<file path="src/rtl/mem_arb_pkg.sv">
// Shared definitions for mem_port_arbiter: transfer width codes, FSM state
// encoding and the beat-count helper.
package mem_arb_pkg;

   localparam logic [2:0] WIDTH_B = 3'd0;
   localparam logic [2:0] WIDTH_H = 3'd1;
   localparam logic [2:0] WIDTH_W = 3'd2;

   typedef enum logic [1:0] {
      ST_IDLE = 2'd0,
      ST_XFER = 2'd1,
      ST_DONE = 2'd2
   } state_e;

   // Codes 3..7 are reserved and behave as a word.
   function automatic logic [2:0] beats(input logic [2:0] width);
      case (width)
         WIDTH_B: beats = 3'd1;
         WIDTH_H: beats = 3'd2;
         WIDTH_W: beats = 3'd4;
         default: beats = 3'd4;
      endcase
   endfunction

endpackage

</file>
<file path="src/rtl/rr_arbiter.sv">
// Round-robin arbiter: one-hot grant, search starts at the pointer, and the
// pointer moves to winner+1 (mod NCH) whenever a grant is taken.
module rr_arbiter #(
   parameter int NCH = 3
) (
   input  logic           clk,
   input  logic           rst_n,
   input  logic [NCH-1:0] req_i,
   input  logic           adv_i,
   output logic [NCH-1:0] gnt_o
);

   localparam int PW = (NCH > 1) ? $clog2(NCH) : 1;
   localparam int SW = PW + 1;

   logic [PW-1:0] ptr_q;
   logic [PW-1:0] win;
   logic [SW-1:0] slot;
   logic          found;

   // NOTE: every variable written here gets a default first, so no latch is inferred.
   always_comb begin
      gnt_o = '0;
      win   = '0;
      slot  = '0;
      found = 1'b0;
      for (int i = 0; i < NCH; i++) begin
         slot = {1'b0, ptr_q} + SW'(i);
         if (slot >= SW'(NCH)) slot = slot - SW'(NCH);
         if (!found && req_i[slot[PW-1:0]]) begin
            gnt_o[slot[PW-1:0]] = 1'b1;
            win                 = slot[PW-1:0];
            found               = 1'b1;
         end
      end
   end

   always_ff @(posedge clk or negedge rst_n) begin
      if (!rst_n) begin
         ptr_q <= '0;
      end else if (adv_i && found) begin
         ptr_q <= (win == PW'(NCH - 1)) ? '0 : win + 1'b1;
      end
   end

endmodule

</file>
<file path="src/rtl/mem_port_arbiter.sv">
// N-channel arbiter and byte-serial sequencer for the 8-bit RAM/IO port.
// Define MEMARB_RR_EN for round-robin arbitration; otherwise lowest index wins.
module mem_port_arbiter
   import mem_arb_pkg::*;
#(
   parameter int NCH = 3,
   parameter int AW  = 32
) (
   input  logic            clk,
   input  logic            rst,
   input  logic            rdy,
   input  logic [NCH-1:0]  req,
   input  logic [NCH-1:0]  we,
   input  logic [NCH*AW-1:0] addr,
   input  logic [NCH*3-1:0]  width,
   input  logic [NCH*32-1:0] wdata,
   output logic [31:0]     rdata,
   output logic [NCH-1:0]  done,
   output logic [NCH-1:0]  busy,
   input  logic [7:0]      mem_din,
   output logic [7:0]      mem_dout,
   output logic [AW-1:0]   mem_a,
   output logic            mem_wr
);

   localparam int IW = (NCH > 1) ? $clog2(NCH) : 1;

   state_e         st_q;
   logic           we_q;
   logic [AW-1:0]  addr_q;
   logic [2:0]     nbeat_q;
   logic [31:0]    wdata_q;
   logic [2:0]     issue_q;
   logic [2:0]     cap_q;
   logic           rd_pend_q;
   logic           cap_pend_q;
   logic           stall_q;
   logic [31:0]    buf_q;
   logic [31:0]    rdata_q;
   logic [NCH-1:0] done_q;
   logic [NCH-1:0] busy_q;
   logic [AW-1:0]  mem_a_q;
   logic [7:0]     mem_dout_q;
   logic           mem_wr_q;

   logic [NCH-1:0] req_eff;
   logic [NCH-1:0] gnt_oh;
   logic [IW-1:0]  gnt_idx;
   logic           we_sel;
   logic [AW-1:0]  addr_sel;
   logic [2:0]     width_sel;
   logic [31:0]    wdata_sel;
   logic [31:0]    rd_merge;

   assign req_eff = req & ~done_q;

`ifdef MEMARB_RR_EN
   rr_arbiter #(
      .NCH (NCH)
   ) u_rr_arbiter (
      .clk   (clk),
      .rst_n (rst),
      .req_i (req_eff),
      .adv_i ((st_q == ST_IDLE) && rdy),
      .gnt_o (gnt_oh)
   );
`else
   always_comb begin
      gnt_oh = '0;
      for (int i = NCH - 1; i >= 0; i--) begin
         if (req_eff[i]) begin
            gnt_oh    = '0;
            gnt_oh[i] = 1'b1;
         end
      end
   end
`endif

   always_comb begin
      gnt_idx = '0;
      for (int i = 0; i < NCH; i++) begin
         if (gnt_oh[i]) gnt_idx = IW'(i);
      end
      we_sel    = we[gnt_idx];
      addr_sel  = addr[gnt_idx*AW +: AW];
      width_sel = width[gnt_idx*3 +: 3];
      wdata_sel = wdata[gnt_idx*32 +: 32];
   end

   // Read buffer with the byte arriving this cycle already merged into its lane.
   always_comb begin
      rd_merge = buf_q;
      rd_merge[{cap_q[1:0], 3'b000} +: 8] = mem_din;
   end

   always_ff @(posedge clk or negedge rst) begin
      if (!rst) begin
         st_q       <= ST_IDLE;
         we_q       <= 1'b0;
         addr_q     <= '0;
         nbeat_q    <= '0;
         wdata_q    <= '0;
         issue_q    <= '0;
         cap_q      <= '0;
         rd_pend_q  <= 1'b0;
         cap_pend_q <= 1'b0;
         stall_q    <= 1'b0;
         buf_q      <= '0;
         rdata_q    <= '0;
         done_q     <= '0;
         busy_q     <= '0;
         mem_a_q    <= '0;
         mem_dout_q <= '0;
         mem_wr_q   <= 1'b0;
      end else if (!rdy) begin
         stall_q <= 1'b1;
      end else begin
         stall_q <= 1'b0;
         done_q  <= '0;
         case (st_q)
            ST_IDLE: begin
               if (|req_eff) begin
                  we_q       <= we_sel;
                  addr_q     <= addr_sel;
                  nbeat_q    <= beats(width_sel);
                  wdata_q    <= wdata_sel;
                  busy_q     <= gnt_oh;
                  buf_q      <= '0;
                  cap_q      <= '0;
                  issue_q    <= 3'd1;
                  mem_a_q    <= addr_sel;
                  rd_pend_q  <= !we_sel;
                  cap_pend_q <= 1'b0;
                  mem_wr_q   <= we_sel;
                  mem_dout_q <= we_sel ? wdata_sel[7:0] : 8'h00;
                  st_q       <= ST_XFER;
               end
            end

            ST_XFER: begin
               if (we_q) begin
                  if (issue_q < nbeat_q) begin
                     mem_a_q    <= addr_q + AW'(issue_q);
                     mem_dout_q <= wdata_q[{issue_q[1:0], 3'b000} +: 8];
                     issue_q    <= issue_q + 3'd1;
                  end else begin
                     mem_wr_q   <= 1'b0;
                     mem_dout_q <= 8'h00;
                     busy_q     <= '0;
                     done_q     <= busy_q;
                     st_q       <= ST_DONE;
                  end
               end else if (stall_q) begin
                  // Bytes in flight during the stall were dropped: rewind to the
                  // first uncaptured address.
                  cap_pend_q <= 1'b0;
                  rd_pend_q  <= 1'b1;
                  mem_a_q    <= addr_q + AW'(cap_q);
                  issue_q    <= cap_q + 3'd1;
               end else begin
                  cap_pend_q <= rd_pend_q;
                  if (issue_q < nbeat_q) begin
                     mem_a_q   <= addr_q + AW'(issue_q);
                     issue_q   <= issue_q + 3'd1;
                     rd_pend_q <= 1'b1;
                  end else begin
                     rd_pend_q <= 1'b0;
                  end
                  if (cap_pend_q) begin
                     buf_q <= rd_merge;
                     cap_q <= cap_q + 3'd1;
                     if (cap_q + 3'd1 == nbeat_q) begin
                        rdata_q    <= rd_merge;
                        busy_q     <= '0;
                        done_q     <= busy_q;
                        rd_pend_q  <= 1'b0;
                        cap_pend_q <= 1'b0;
                        st_q       <= ST_DONE;
                     end
                  end
               end
            end

            ST_DONE: st_q <= ST_IDLE;

            default: st_q <= ST_IDLE;
         endcase
      end
   end

   assign rdata    = rdata_q;
   assign done     = done_q;
   assign busy     = busy_q;
   assign mem_a    = mem_a_q;
   assign mem_wr   = mem_wr_q & rdy;
   assign mem_dout = rdy ? mem_dout_q : 8'h00;

endmodule

</file>
<file path="config.mk">
export PLATFORM = sky130hd
export DESIGN_NAME = mem_port_arbiter
export DESIGN_NICKNAME = d
export VERILOG_FILES = /design/src/rtl/mem_arb_pkg.sv /design/src/rtl/rr_arbiter.sv /design/src/rtl/mem_port_arbiter.sv
export SDC_FILE = /design/constraint.sdc
export NUM_CORES = 1
export LEC_CHECK = 0
export BUFFER_PORTS_ARGS = -buffer_cell sky130_fd_sc_hd__buf_2
export CAP_MARGIN = 25
export CORE_UTILIZATION = 45
export DETAILED_ROUTE_END_ITERATION = 8
export HOLD_SLACK_MARGIN = 0.05
export PLACE_DENSITY = 0.7
export SETUP_SLACK_MARGIN = 0.15
export SLEW_MARGIN = 0
export SYNTH_ARGS = -nofsm -noshare
export SYNTH_HDL_FRONTEND = slang
export SYNTH_SLANG_ARGS = --single-unit
</file>
<file path="constraint.sdc">
create_clock -name clk -period 3.5 [get_ports clk]
set_input_delay 0 -clock clk [delete_from_list [all_inputs] [get_ports clk]]
set_output_delay 0 -clock clk [all_outputs]
set_load 0.01 [all_outputs]
</file>
After elaboration in Yosys (flattened, before gate mapping)
Cells that the tools add are included.

word-level totals
  output and inout port bits = 79
  bits of input ports = 218
  flip-flop bits (word level) = 190

operators by class
  muxes and demuxes = 73
  add/subtract/negate cells = 5
  $mul = 1
  shift operators = 6
  eq/ne operators = 13
  order comparisons = 2
  bitwise operators = 5
  reduce and logical (&&, ||, !) cells = 14

operators with widths
  kind                                                                    count
  32-bit 2-to-1 mux                                                       8
  96-bit by 8-bit variable part select with 32-bit output                 2
  32-bit one-hot mux with 2 select lines                                  2
  3-bit 2-to-1 mux                                                        23
  32-bit by 3-bit adder with 32-bit output                                2
  8-bit 2-to-1 mux                                                        5
  32-bit bitwise mux                                                      1
  8-bit by 7-bit variable shift with 32-bit output, first input constant  1
  32-bit by 6-bit variable part select with 8-bit output                  1
  8-bit by 7-bit variable part select with 32-bit output                  1
  3-bit one-hot mux with 2 select lines                                   4
  6-bit AND reduction                                                     3
  1-bit 2-to-1 mux                                                        17
  8-bit one-hot mux with 2 select lines                                   1
  2-bit 2-to-1 mux                                                        7
  2-bit inequality test, second input constant                            6
  3-bit inequality test, second input constant                            4
  9-bit by 5-bit variable part select with 3-bit output                   1
  4-bit AND reduction                                                     2
  5-bit negation with 7-bit output                                        1
  7-bit AND reduction                                                     1
  3-bit by 1-bit adder with 3-bit output, second input constant           2
  1-bit one-hot mux with 2 select lines                                   3
  3-bit AND reduction                                                     2
  18 further kinds                                                        19

Logic depth before layout (Yosys ltp)
  depth in word-level cells = 12
  mapped depth = 10
  gate-level depth less buffers = 8

Worst setup path before layout
Ideal clock, no wire load.

  path kind = register -> register
  start point = register cap_q[0]
  end point = register buf_q[10]
  slack = 1.148 ns
  setup time = 0.067 ns
  stages on the path, launching flop included = 9
  required time = 3.433 ns
  arrival time = 2.285 ns
  clock period less this slack = 2.352 ns
  cells stage by stage = dfrtp_1 -> inv_1 -> ha_1 -> clkbuf_1 -> nand2_1 -> nor3_1 -> and3_1 -> clkbuf_1 -> a22o_1

on the way
  word-level cells in the longest chain between the ends = 7
  elaborated cells between the ends (all ways) = 8
  those cells by class = 1 x add/sub; 2 x shift; 5 x mux

ends and longest elaborated chain
  element                                                                                                                     RTL line                 RTL
  start, declared                                                                                                             mem_port_arbiter.sv:34   logic [2:0] cap_q;
  start signal, assigned                                                                                                      mem_port_arbiter.sv:171  cap_q <= cap_q + 3'd1;
  5-bit negation with 7-bit output *                                                                                          mem_port_arbiter.sv:93   rd_merge[{cap_q[1:0], 3'b000} +: 8] = mem_din;
  8-bit by 7-bit variable part select with 32-bit output or 8-bit by 7-bit variable shift with 32-bit output (tied branches)  mem_port_arbiter.sv:93
  32-bit bitwise mux *                                                                                                        mem_port_arbiter.sv:93
  32-bit 2-to-1 mux *                                                                                                         mem_port_arbiter.sv:169  if (cap_pend_q) begin
  32-bit 2-to-1 mux *                                                                                                         mem_port_arbiter.sv:153  end else if (stall_q) begin
  32-bit 2-to-1 mux *                                                                                                         mem_port_arbiter.sv:141  if (we_q) begin
  32-bit one-hot mux with 2 select lines *                                                                                    mem_port_arbiter.sv:120  case (st_q)
  end signal, assigned                                                                                                        mem_port_arbiter.sv:170  buf_q <= rd_merge;
  end, declared                                                                                                               mem_port_arbiter.sv:38   logic [31:0] buf_q;

Mark *: on every way between the ends. The rest lies on a longest branch, timed or not. The select of a mux whose other input is x is not followed.
A chain may end at the register's enable or synchronous reset.

Final worst setup path
  start point = register cap_q[0]
  end point = register rdata_q[20], in the netlist rdata[20]

on the way
  word-level cells in the longest chain between the ends = 3
  elaborated cells between the ends (all ways) = 7
  those cells by class = 2 x add/sub; 1 x eq/ne; 2 x shift; 1 x mux; 1 x reduce/logical

ends and longest elaborated chain
  element                                                                                     RTL line                                         RTL
  5-bit negation with 7-bit output or 3-bit by 1-bit adder with 3-bit output (tied branches)  mem_port_arbiter.sv:93, mem_port_arbiter.sv:172
  8-bit by 7-bit variable part select with 32-bit output, or another cell as far along        mem_port_arbiter.sv:93
  32-bit bitwise mux or 6-bit AND reduction (tied branches)                                   -
  end signal, assigned                                                                        mem_port_arbiter.sv:173                          rdata_q <= rd_merge;
  end, declared                                                                               mem_port_arbiter.sv:39                           logic [31:0] rdata_q;

Parallel ways exist; a longest one is shown, timed or not.

==> run_results.csv <==
group,metric,value,unit
outcome,outcome,"finished, final reports clean",
layout,final_cell_count_no_fill,1954,
placement,portBuffers,296,
grt,antenna_found_initial,1,
timing,finalHoldViolations,0,
timing,finClkSkew,0.0168,ns
floorplanning,die_y,160,um
synthesis,syn_inst,1271,
grt,grt_max_degree,108,
floorplanning,die_area,0.0257,sq mm
cts,cts_root_buf,"clkbuf_16",
route,wire_per_inst,20.1,um
power_and_ir_drop,sw_frac_of_total,0.458,
route,via_count,11400,
layout,layout_common_cells,"buf_2, dfrtp_1, nand2_1",
setup_path,cp_common_cell,"xnor2_1",
layout,area_delta_synth_final,29.2,%
cts,cts-buffers-inserted,17,
hold_path,hp-class,"input pin to flip-flop",
synthesis,synth.distinct_cells,72,
setup_path,critical_path.slowest_cell,"dfrtp_1",
layout,multi_input_area,0.00610,sq mm
floorplanning,die_width,160,um
timing,maxSlewViolCount,0,
layout,fillers,2106,
setup_path,crit_chain,"ha_1 > xnor2_1 > xnor2_1 > nor3_1 > and3_2 > buf_4 > nor2_1 > a21oi_1",
power_and_ir_drop,pwr-share-comb,0.498,
setup_path,path_max_fanout,64,
cts,clock-sinks,190,
cts,cts_buffer_depth,2,
flow_run,drv_cap,0,
power_and_ir_drop,p_leak,0.00685,uW
setup_path,critPathMaxStageDelay,0.54,ns
grt,grt_pass1_vias,11100,
route,ant_nets,0,
layout,nets,1849,
setup_path,cp-end-kind,"flip-flop",
setup_path,rrSetupSlack,0.54,ns
cts,cts_tree,"done",
synthesis,yosys_warnings,0,
route,drcViolationCount,0,
synthesis,syn_area_per_cell,8.88,sq um
timing,grt_setup_unrepaired,"no",
setup_path,startpoint_type,"flip-flop",
floorplanning,initial_core_util,0.461,
timing,period_needed,2.96,ns
power_and_ir_drop,peakVddDrop,0.637,mV
setup_path,arrival,3.32,ns
hold_path,hp-start,"wdata[68]",
setup_path,r2r_cells,8,
route,initialDrtViolationCount,1198,
floorplanning,io_pins,297,
placement,place.gp.congestion,0.973,
timing,hold_slack,0.0375,ns
grt,grt_pass1_wl,61.3,mm
power_and_ir_drop,power.switching,5330,uW
synthesis,yosysSeqAreaShare,0.421,
synthesis,synth_seq_cells,190,
route,first_pass_iters,6,
setup_path,required,3.87,ns
timing,tightest_slew,0.893,ns
floorplanning,rows,57,
power_and_ir_drop,seqPwrFrac,0.337,
power_and_ir_drop,clkPwrFrac,0.165,
cts,clkTransAtPathRegs,0.08,ns
synthesis,synth_edf_count,0,
power_and_ir_drop,p_per_area,797,mW/mm^2
synthesis,syn_nets,1505,
power_and_ir_drop,p_int,6300,uW
timing,max-slew-margin-rel,0.405,
timing,finalCritPeriodShare,0.845,
timing,fmax,0.338,GHz
setup_path,timing.rr.start,"cap_q[0]",
route,viasPerCell,5.84,
floorplanning,coreArea,0.0245,sq mm
cts,htreeDepth,4,
layout,drive_above_1_share,0.249,
setup_path,worst-setup-path-type,"flip-flop to flip-flop",
hold_path,hold_path_end,"wdata_q[4]",
synthesis,async_flop_share,1.00,
grt,grt.total_usage,0.307,
synthesis,synth_top_flop_cell,"dfrtp_1",
placement,place_inst,1826,
layout,seq_area,0.00475,sq mm
cts,worstSkewPairLatency,0.45,ns
synthesis,synth_area,0.0113,sq mm
timing,tns,0,ns
timing,setup_violations,0,
route,wirelength,39.2,mm
placement,dp_hpwl,27.8,mm
hold_path,whs_path_depth,4,
grt,grt_overflow,0,
cts,cts_setup_buffers,0,
setup_path,r2r-end,"rdata[20]",
layout,final_common_cell,"buf_2",
## cell usage after synthesis (15+ instances only)
cell type | number | area, sq um
nand2_1 | 183 | 687
o211ai_1 | 22 | 165
o21ai_0 | 99 | 495
buf_1 | 20 | 75.1
mux2i_1 | 69 | 691
nand3_1 | 20 | 100
a22o_1 | 36 | 315
dfrtp_1 | 190 | 4750
nor2b_1 | 37 | 231
a21oi_1 | 130 | 651
clkbuf_1 | 52 | 195
buf_2 | 22 | 110
mux2_2 | 15 | 169
nor2_1 | 100 | 375
nor3_1 | 18 | 90.1
## cell type report
type / instances / area share
Timing Repair Buffer: 421 / 0.184
Multi-Input combinational cell: 971 / 0.418
Clock buffer: 17 / 0.0292
Sequential cell: 190 / 0.326
Antenna cell: 2 / 0.000343
Clock inverter: 15 / 0.0101
Tap cell: 324 / 0.0278
Inverter: 14 / 0.00361
## metrics by stage
stage | setup WS (ns) | utilization | cell area (sq um) | power, uW
2_1_floorplan | 1.15 | - | 11300 | 7350
3_3_place_gp | 0.710 | 0.534 | 13100 | 9320
3_5_place_dp | 0.638 | 0.534 | 13100 | 9440
4_1_cts | 0.602 | 0.595 | 14600 | 11500
5_1_grt | 0.290 | 0.596 | 14600 | 12400
6_report | 0.544 | 0.596 | 14600 | 11600
## sequential cells by signal (all words and copies together), names as in the netlist
register / flops
addr_q: 32
buf_q: 32
mem_a: 32
rdata: 32
wdata_q: 32
mem_dout_q: 8
busy: 3
cap_q: 3
done: 3
issue_q: 3
nbeat_q: 3
st_q: 2
cap_pend_q: 1
mem_wr_q: 1
rd_pend_q: 1
stall_q: 1
we_q: 1
## logic make-up after synthesis
kind of cell             share of synthesized area
AO/OA/AOI/OAI                                0.219
adder cells (fa/ha/maj)                     0.0191
buffers and inverters                       0.0400
multiplexers                                0.0921
XOR/XNOR                                    0.0194
AND/OR/NAND/NOR                              0.189
flip-flops                                   0.421
## power by group through the flow
| stage | clock, uW | sequential (uW) | combinational [uW] |
|---|---|---|---|
| floorplan | 0 | 3720 | 3640 |
| global placement | 0 | 3910 | 5410 |
| detailed placement | 0 | 3930 | 5510 |
| CTS | 1920 | 3890 | 5690 |
| global route | 2010 | 4030 | 6330 |
| finish | 1910 | 3920 | 5790 |
## worst max-delay path by stage
stage,start,to,slack [ns],depth (start not counted)
final,cap_q[0],rdata[20],0.54,8
after global routing,cap_q[0],rdata[2],0.29,8
after CTS,cap_q[0],rdata[20],0.60,8
after detailed placement,cap_q[0],rdata[20],0.64,8
after global placement,cap_q[0],rdata[25],0.71,8
after floorplan,cap_q[0],buf_q[10],1.15,8
## critical path, delay by kind of cell, from the launching register on
kind,cells,cell delay [ns]
xor+xnor,2,0.57
compound gates,1,0.15
fa+ha+maj,1,0.43
flops,1,0.54
simple gates,3,0.66
buf+inv,1,0.50
## layer usage
layer	up-vias	global-route usage	routed length [um]
li1	5288	-	-
met1	5413	0.404	16400
met2	613	0.499	18200
met3	101	0.0602	3300
met4	0	0.122	1330
met5	-	0	0
## what timing repair did
action / 4_1_cts / 5_1_grt
endpoints found under the hold margin: 234 / 0
hold buffers: 93 / 0
gates resized for setup: 0 / 0
(Power assumes the default switching activity.)
